**src/rtl/multiplicador_seq.sv**
```systemverilog
// Sequential shift-and-add multiplier: N CALC cycles per product, registered P/busy/done.
// Optional SIGNED_MODE_EN adds port sgn for two's complement operands (sign-magnitude core).
module multiplicador_seq #(
  parameter int N = 4
) (
  input  logic           clk,
  input  logic           rst,
  input  logic           start,
  input  logic [N-1:0]   A,
  input  logic [N-1:0]   B,
`ifdef SIGNED_MODE_EN
  input  logic           sgn,
`endif
  output logic [2*N-1:0] P,
  output logic           busy,
  output logic           done
);

  localparam int CW = $clog2(N + 1);

  typedef enum logic [1:0] {S_IDLE, S_CALC, S_DONE} state_t;

  state_t                  state;
  logic        [CW-1:0]    cnt;
  logic        [2*N-1:0]   acc;
  logic        [2*N-1:0]   mcand;
  logic        [N-1:0]     mplier;
  logic                    neg;
  logic                    sgn_w;
  logic        [2*N-1:0]   addend;
  logic        [2*N-1:0]   sum;

`ifdef SIGNED_MODE_EN
  assign sgn_w = sgn;
`else
  assign sgn_w = 1'b0;
`endif

  // Magnitude of an operand; the most negative value maps to 2^(N-1), which still fits.
  function automatic logic [N-1:0] mag(input logic [N-1:0] v, input logic is_signed);
    return (is_signed && v[N-1]) ? -v : v;
  endfunction

  function automatic logic [2*N-1:0] apply_sign(input logic [2*N-1:0] v, input logic negate);
    return negate ? -v : v;
  endfunction

  // mcand is pre-shifted each cycle, so it always equals the multiplicand << cnt.
  always_comb begin
    addend = '0;
    if (mplier[0]) addend = mcand;
    sum = acc + addend;
  end

  always_ff @(posedge clk or posedge rst) begin
    if (rst) begin
      state  <= S_IDLE;
      P      <= '0;
      busy   <= 1'b0;
      done   <= 1'b0;
      cnt    <= '0;
      acc    <= '0;
      mcand  <= '0;
      mplier <= '0;
      neg    <= 1'b0;
    end else begin
      case (state)
        S_IDLE, S_DONE: begin
          done <= 1'b0;
          if (start) begin
            mcand  <= {{N{1'b0}}, mag(A, sgn_w)};
            mplier <= mag(B, sgn_w);
            neg    <= sgn_w & (A[N-1] ^ B[N-1]);
            acc    <= '0;
            cnt    <= '0;
            busy   <= 1'b1;
            state  <= S_CALC;
          end else begin
            state  <= S_IDLE;
          end
        end
        S_CALC: begin
          acc    <= sum;
          mcand  <= mcand << 1;
          mplier <= mplier >> 1;
          cnt    <= cnt + CW'(1);
          if (cnt == CW'(N - 1)) begin
            P     <= apply_sign(sum, neg);
            done  <= 1'b1;
            busy  <= 1'b0;
            state <= S_DONE;
          end
        end
        default: begin
          state <= S_IDLE;
          busy  <= 1'b0;
          done  <= 1'b0;
        end
      endcase
    end
  end

endmodule

```
**config.mk**
```make
export PLATFORM = sky130hd
export DESIGN_NAME = multiplicador_seq
export DESIGN_NICKNAME = d
export VERILOG_FILES = /design/src/rtl/multiplicador_seq.sv
export SDC_FILE = /design/constraint.sdc
export NUM_CORES = 1
export LEC_CHECK = 0
export CORE_ASPECT_RATIO = 0.6
export CORE_MARGIN = 4
export CORE_UTILIZATION = 49
export DETAILED_ROUTE_END_ITERATION = 6
export PLACE_DENSITY = 0.75
export SYNTH_ARGS = -nofsm -noshare
export SYNTH_HDL_FRONTEND = slang
export SYNTH_SLANG_ARGS = --single-unit
```
**constraint.sdc**
```tcl
create_clock -name clk -period 2.4 [get_ports clk]
set_input_delay 0.6 -clock clk [delete_from_list [all_inputs] [get_ports clk]]
set_output_delay 0.6 -clock clk [all_outputs]
set_load 0.02 [all_outputs]
```
; After elaboration in Yosys (flattened, before gate mapping)
; Cells that the tools add are included.
[classes]
add_sub_neg = 2
n_eq_ne = 5
mux = 17
n_reduce_logical = 6
[op_table]
columns = operator, count
row1 = 8-bit one-hot mux with 2 select lines, 2
row2 = 8-bit two-way mux, 3
row3 = 8-bit adder, 1
row4 = 4-bit one-hot mux with 2 select lines, 1
row5 = 3-bit one-hot mux with 2 select lines, 1
row6 = 2-bit AND reduction, 3
row7 = 1-bit two-way mux, 5
row8 = 4-bit two-way mux, 1
row9 = 2-bit inequality test (second input constant), 2
row10 = 2-bit one-hot mux with 2 select lines, 1
row11 = 3-bit by 1-bit adder with 3-bit output (second input constant), 1
row12 = 3-bit by 2-bit equality test with 1-bit output (second input constant), 1
row13 = 3-bit two-way mux, 1
row14 = 2-bit by 1-bit equality test with 1-bit output (second input constant), 1
row15 = 2-bit equality test (second input constant), 1
row16 = 2-bit logical NOT, 1
row17 = 2-bit two-way mux, 1
row18 = 1-bit one-hot mux with 2 select lines, 1
row19 = 2-bit nonzero test, 1
row20 = 2-bit OR reduction, 1
[totals]
regBits = 35
input_bits = 11
output_inout_bits = 10
wordCells = 38

; Logic depth before layout (Yosys ltp)
; Gate-level depths: netlist (run 1).
[logic_depth]
ltp_word = 4
ltp_mapped = 10
ltp_nobuf = 9

; Worst setup path before layout (run 1)
; No wires, ideal clock.
[synth_timing]
path_type = flip-flop to flip-flop
startpoint = register mplier[0]
endpoint = register acc[6]
setup_time_ps = 122
arrival_ps = 2156
required_time_ps = 2278
path_slack_ps = 123
stages_incl_launch_ff = 11
path_buffers = 1
period_less_slack_ps = 2277
path_cell_list = dfrtp_1 clkbuf_1 and2_1 ha_1 inv_1 fa_1 nor2b_4 o31a_1 o21a_1 or3_1 a32o_1
[synth_between]
elab_chain_len = 3
[synth_lines]
columns = item, line_no
row1 = start: declaration, 27  ; logic [N-1:0] mplier;
row2 = start signal: assignment, 72  ; mplier <= mag(B, sgn_w);
row3 = start signal: assignment, 85  ; mplier <= mplier >> 1;
row4 = 8-bit two-way mux, 51  ; if (mplier[0]) addend = mcand;
row5 = 8-bit adder, 52  ; sum = acc + addend;
row6 = 8-bit one-hot mux with 2 select lines, 67  ; case (state)
row7 = end signal: assignment, 83  ; acc <= sum;
row8 = end: declaration, 25  ; logic [2*N-1:0] acc;
; Every way passes these cells.
; A chain may end at the register's enable or synchronous reset.

; Worst setup path in the final report (run 1)
; Same ends and word-level chain as after synthesis.

==> run summary, run 1 <==
post-synthesis net count: 180
Initial Util: 51.7%
Lkg Pwr: 1.00 nW
CP Capture Type: flop
P&R area growth vs syn: 23.5%
routed vias: 1337
die span in x: 84.2 um
first-pass GRT wire length: 6500 um
Final period util: 95.6%
antenna violations before repair: 0
H-tree depth: 2
CTS Buf Count: 5
row cnt: 16
Post-Syn Area: 1710 sq um
number of diodes: 0
worst endpoint required time: 2.57 ns
Fillers: 278
CTS tree: done
unrepaired setup endpoints after global routing: no
Die H: 53.7 um
Final HPWL DP: 2920 um
Worst Hold Class: reg2reg
Core Region: 3300 sq um
largest net degree at the start of global routing: 22
Slew HR: 61.7%
WS Path Type: reg2reg
Final Setup Violations: 0
fraction of layout cells with a size suffix above 1: 13.6%
Ports: 21
worst skew pair latency: 0.29 ns
Worst-Margin Slew: 0.573 ns
VDD IR max: 0.611 mV
worst hold slack: 0.488 ns
GPL Wtd Cong: 0.858
Final min period: 2.29 ns
overall global routing resource usage: 19.4%
Cells after DPL: 226
Synth top area share: 49.8%
drt wl/cell: 16.7 um
YS warnings: 0
most frequent cell after synthesis: dfrtp_1
# DRC: 0
clk root buf: clkbuf_8
fin nets: 211
crit path DAT: 2.46 ns
total grt overflow: 0
Pwr per Cell Area: 1420 nW/um^2
DRT antenna net count: 0
Mean Syn Cell Area: 10.7 sq um
skew final: 0.00678 ns
Fin Setup TNS: 0 ns
Initial DRT Pass Iterations: 4
Synth Instances: 159
Fin. Hold Viols: 0
sequential share of the synthesized area: 49.8%
largest area contributor in the netlist: dfrtp_1
overall routed net length: 3950 um
Layout Utilization: 63.9%
max frequency: 436 MHz
Max Cap Violations: 0
Die Footprint: 4530 sq um
First DRT Iteration DRCs: 60
Yosys reg bits: 34
clk buf depth: 2
Vias/cell: 5.67
Synth area leaders: dfrtp_1 50%, ha_1 6.6%, a22o_1 5.1%
fin. max-slew vios: 0
Top FF cell, synth: dfrtp_1
vias in the first global route: 1323
Cell variety after synth: 37
CP startpoint kind: flop
post-synthesis async set-or-reset flop share: 100%
status: complete, no violations
Non-Filler Instances: 236
number of port buffers: 20
commonest cells in the synthesized netlist: 34 x dfrtp_1, 13 x nand2_1, 11 x o21ai_0
CTS Sinks: 34
CP Max Fanout: 7
EDFF count, synth: 0
clk slew on worst S/H paths: 0.07 ns
[layout make-up]
type / count / area (sq um) / area share, %
Sequential cell: 34 / 851 / 40.3
Clock inverter: 1 / 5.00 / 0.237
Multi-Input combinational cell: 112 / 811 / 38.4
Inverter: 7 / 26.3 / 1.24
Tap cell: 45 / 56.3 / 2.67
Timing Repair Buffer: 30 / 275 / 13.0
Clock buffer: 7 / 86.3 / 4.09
[logic make-up after synthesis]
kind of cell,share of synthesized area (%)
AO/OA/AOI/OAI,20.3
XOR/XNOR,2.05
adder cells (fa/ha/maj),7.76
buffers and inverters,3.07
flip-flops,49.8
multiplexers,4.39
AND/OR/NAND/NOR,12.7
[through the flow]
step                      cell area [sq um]  setup slack (ns)  power [W]
final                                  2110             0.106    0.00299
after global routing                   2110            0.0294    0.00322
after detailed placement               2000            0.0684    0.00252
after CTS                              2090            0.0517    0.00299
after floorplan                        1710             0.123    0.00203
after global placement                 2000             0.188    0.00244
[power by group]
part	leakage, nW	internal, W	switching (W)
sequential	0.425	0.000834	0.000206
clock	0.0482	0.000231	0.000204
combinational	0.526	0.000725	0.000792
total	1.00	0.00179	0.00120
[layout by cell type (no fill, tap or decap), types with 6 or more instances in the layout]
| master | instances |
|---|---|
| nand2_1 | 13 |
| ha_1 | 8 |
| clkbuf_8 | 6 |
| clkdlybuf4s50_1 | 20 |
| dfrtp_1 | 34 |
| a21oi_1 | 6 |
| a22o_1 | 10 |
| nor2_1 | 7 |
| buf_4 | 10 |
| and2_1 | 8 |
| o21ai_0 | 11 |
| inv_1 | 6 |
[metal layers]
metal  track usage [%]  part of all wire, %  up-vias
met5                 0                    0        -
li1                  -                    -      638
met2              30.1                   45       33
met1              25.0                   49      658
met4              7.49                  1.5        0
met3              7.49                  5.0        8
[path summary, 6_finish.rpt]
| kind | cells past startpoint | from | slack (ns) | end |
|---|---|---|---|---|
| max in group asynchronous | 3 | rst | 1.52 | P[3]$_DFFE_PP0P_ |
| hold / removal | 2 | P[7]$_DFFE_PP0P_ | 0.49 | P[7]$_DFFE_PP0P_ |
| setup reg to reg | 8 | mplier[0]$_DFFE_PP0P_ | 0.11 | acc[6]$_DFFE_PP0P_ |
| setup / recovery | 8 | mplier[0]$_DFFE_PP0P_ | 0.11 | acc[6]$_DFFE_PP0P_ |
| min in group asynchronous | 3 | rst | 0.62 | mcand[3]$_DFFE_PP0P_ |
| hold reg to reg | 2 | P[7]$_DFFE_PP0P_ | 0.49 | P[7]$_DFFE_PP0P_ |
[timing repair]
action | 4_1_cts | 5_1_grt
setup buffers | 0 | 2
setup endpoints to repair | 0 | 2
hold buffers | 0 | 0
resized for setup | 0 | 3
[flip-flops by register name (all words and copies together), names as in the netlist]
| register | flops |
|---|---|
| busy | 1 |
| P | 8 |
| cnt | 3 |
| state | 2 |
| mplier | 4 |
| acc | 8 |
| mcand | 8 |
[critical path, cell delays in order (launching register included)]
cell	delay, ns
dfrtp_1	0.40
buf_4	0.17
and2_1	0.16
ha_1	0.32
o21a_1	0.19
o31a_1	0.11
o21a_1	0.19
or3_1	0.35
a32o_1	0.29
No activity file was read; power rests on OpenSTA's default activity.
==> inputs of run 2 (changes only) <==
--- a/config.mk
+++ b/config.mk
@@ -5,6 +5,7 @@
 export SDC_FILE = /design/constraint.sdc
 export NUM_CORES = 1
 export LEC_CHECK = 0
+export ABC_CLOCK_PERIOD_IN_PS = 2400
 export CORE_ASPECT_RATIO = 0.6
 export CORE_MARGIN = 4
 export CORE_UTILIZATION = 49
==> results of run 2 <==
Same layout as run 1: the final DEF is identical, and so are final timing and power.
==> inputs of run 3 (changes only) <==
==> constraint.sdc (replaced) <==
create_clock -name clk -period 2.4 [get_ports clk]
set_input_delay 0.24 -clock clk [delete_from_list [all_inputs] [get_ports clk]]
set_output_delay 0.24 -clock clk [all_outputs]
set_load 0.02 [all_outputs]
==> run 3 against run 2 <==
  * Flip-flop and latch count did not move
  * Largest cell class unchanged
  * Via count fell by 1.0%
  * Utilization fell by 1.4 points
  * Design area fell by 2.1%
  * Sequential share of layout area rose by 0.88 points
  * First-iteration DRC count rose by 17%
  * Clock skew fell by 0.0033 ns
  * Clock power fell by 9.0%
  * Global-route usage fell by 0.91 points
  * Highest routed layer unchanged
  * Maximum frequency rose by 0.21%
  * Largest power group unchanged
  * Sequential power barely moved
  * Worst setup slack improved by 0.0048 ns
==> run summary, run 3 (synthesis gave the netlist of run 1 again) <==
CTS tree: done (unchanged)
most frequent cells in the layout: 34 x dfrtp_1, 20 x clkdlybuf4s50_1, 13 x nand2_1 (unchanged)
fin nets: 207 (was 211)
CTS Sinks: 34 (unchanged)
Final Instance Area: 2070 sq um (was 2110 sq um)
Worst Hold Class: in2async (was reg2reg)
flop2flop setup slack: 0.11 ns (about the same)
fin. max-slew vios: 0 (unchanged)
Non-Filler Instances: 231 (was 236)
number of diodes: 0 (unchanged)
first-pass GRT wire length: 6320 um (was 6500 um)
Initial Util: 51.7% (unchanged)
Fin Setup TNS: 0 ns (unchanged)
Fin. Hold Viols: 0 (unchanged)
commonest non-fill, non-tap cell in the layout: dfrtp_1 (unchanged)
unrepaired setup endpoints after global routing: no (unchanged)
Lkg Pwr: 0.979 nW (was 1.00 nW)
DRT antenna net count: 0 (unchanged)
# DRC: 0 (unchanged)
worst skew pair latency: 0.28 ns (was 0.29 ns)
skew final: 0.00346 ns (was 0.00678 ns)
die span in x: 84.2 um (unchanged)
Worst-Margin Slew: 1.24 ns (was 0.573 ns)
max frequency: 437 MHz (was 436 MHz)
clk slew on worst S/H paths: 0.07 ns (about the same)
row cnt: 16 (unchanged)
Final period util: 95.4% (was 95.6%)
status: complete, no violations (unchanged)
DRT met1 WL: 1890 um (was 1930 um)
CTS resizes: 0 (unchanged)
CP Max Fanout: 4 (was 7)
DP Area: 1980 sq um (was 2000 sq um)
total grt overflow: 0 (unchanged)
number of port buffers: 20 (unchanged)
Vias/cell: 5.73 (was 5.67)
met3 WL: 215 um (was 196 um)
overall routed net length: 3770 um (was 3950 um)
CP Capture Type: flop (unchanged)
Initial DRT Pass Iterations: 4 (unchanged)
Final WS setup: 0.111 ns (was 0.106 ns)
vias in the first global route: 1324 (was 1323)
PnR Total Power: 0.00291 W (was 0.00299 W)
fraction of layout cells with a size suffix above 1: 10.8% (was 13.6%)
crit path DAT: 2.47 ns (was 2.46 ns)
Pwr per Cell Area: 1410 nW/um^2 (was 1420 nW/um^2)
drt wl/cell: 16.3 um (was 16.7 um)
hold buffers post-CTS: 0 (unchanged)
Final min period: 2.29 ns (about the same)
Core Region: 3300 sq um (unchanged)
Slew HR: 17.2% (was 61.7%)
clk buf depth: 2 (unchanged)
CP startpoint kind: flop (unchanged)
VDD IR max: 0.721 mV (was 0.611 mV)
Max Cap Violations: 0 (unchanged)
First DRT Iteration DRCs: 70 (was 60)
overall global routing resource usage: 18.5% (was 19.4%)
worst endpoint required time: 2.58 ns (was 2.57 ns)
CTS Buf Count: 5 (unchanged)
Die H: 53.7 um (unchanged)
P&R area growth vs syn: 20.9% (was 23.5%)
top sig layer: met4 (unchanged)
Fillers: 280 (was 278)
worst slack, placed: 0.119 ns (was 0.0684 ns)
WS Path Type: reg2reg (unchanged)
length of routed met2 wiring: 1610 um (was 1770 um)
antenna violations before repair: 0 (unchanged)
Ports: 21 (unchanged)
Final Setup Violations: 0 (unchanged)
H-tree depth: 2 (unchanged)
Largest regs: P: 8 flops, acc: 8 flops, mcand: 8 flops (unchanged)
GPL Wtd Cong: 0.963 (was 0.858)
Final HPWL DP: 2720 um (was 2920 um)
largest net degree at the start of global routing: 35 (was 22)
Die Footprint: 4530 sq um (unchanged)
routed vias: 1323 (was 1337)
clk root buf: clkbuf_8 (unchanged)
setup bufs post-CTS: 0 (unchanged)
Cells after DPL: 224 (was 226)
## run 3: layout make-up
| cell class | instances | area (sq um) | share of cell area (%) |
|---|---|---|---|
| clock buffer | 5 | 68.8 | 3.33 |
| clock inverter | 2 | 10.0 | 0.485 |
| inverter | 7 | 26.3 | 1.27 |
| multi-input combinational | 112 | 808 | 39.1 |
| sequential | 34 | 851 | 41.2 |
| tap | 45 | 56.3 | 2.73 |
| timing repair buffer | 26 | 245 | 11.9 |
## run 3: metrics by stage
| step | util [%] | hold slack (ns) |
|---|---|---|
| global route | 62.5 | 0.383 |
| finish | 62.5 | 0.341 |
| detailed placement | 60.1 | 0.471 |
| global placement | 60.1 | 0.462 |
| CTS | 62.5 | 0.357 |
| floorplan | - | 0.380 |
## run 3: worst max-delay path: stages, from the launching register on
cell,delay [ns]
dfrtp_1,0.41
and2_1,0.15
ha_1,0.21
inv_1,0.09
fa_2,0.24
nor2b_4,0.05
o31a_1,0.25
o21a_1,0.18
or3_1,0.34
a32o_1,0.27
## run 3: layer usage
metal / up-vias / track usage, %
met1: 647 / 25.8
met4: 0 / 6.68
met2: 42 / 27.5
li1: 624 / -
met5: - / 0
met3: 10 / 5.66
## run 3: final timing paths
path	cells past startpoint	startpoint	to
max	9	mplier[0]$_DFFE_PP0P_	acc[6]$_DFFE_PP0P_
min	3	rst	cnt[1]$_DFFE_PP0P_
max reg2reg	9	mplier[0]$_DFFE_PP0P_	acc[6]$_DFFE_PP0P_
min reg2reg	2	P[1]$_DFFE_PP0P_	P[1]$_DFFE_PP0P_
max in group asynchronous	3	rst	state[1]$_DFFE_PP0P_
min in group clk	2	P[1]$_DFFE_PP0P_	P[1]$_DFFE_PP0P_
## run 3: power by group
| part | internal (W) | switching (W) |
|---|---|---|
| Clock | 0.000194 | 0.000202 |
| Combinational | 0.000703 | 0.000778 |
| Sequential | 0.000834 | 0.000201 |
| Total | 0.00173 | 0.00118 |
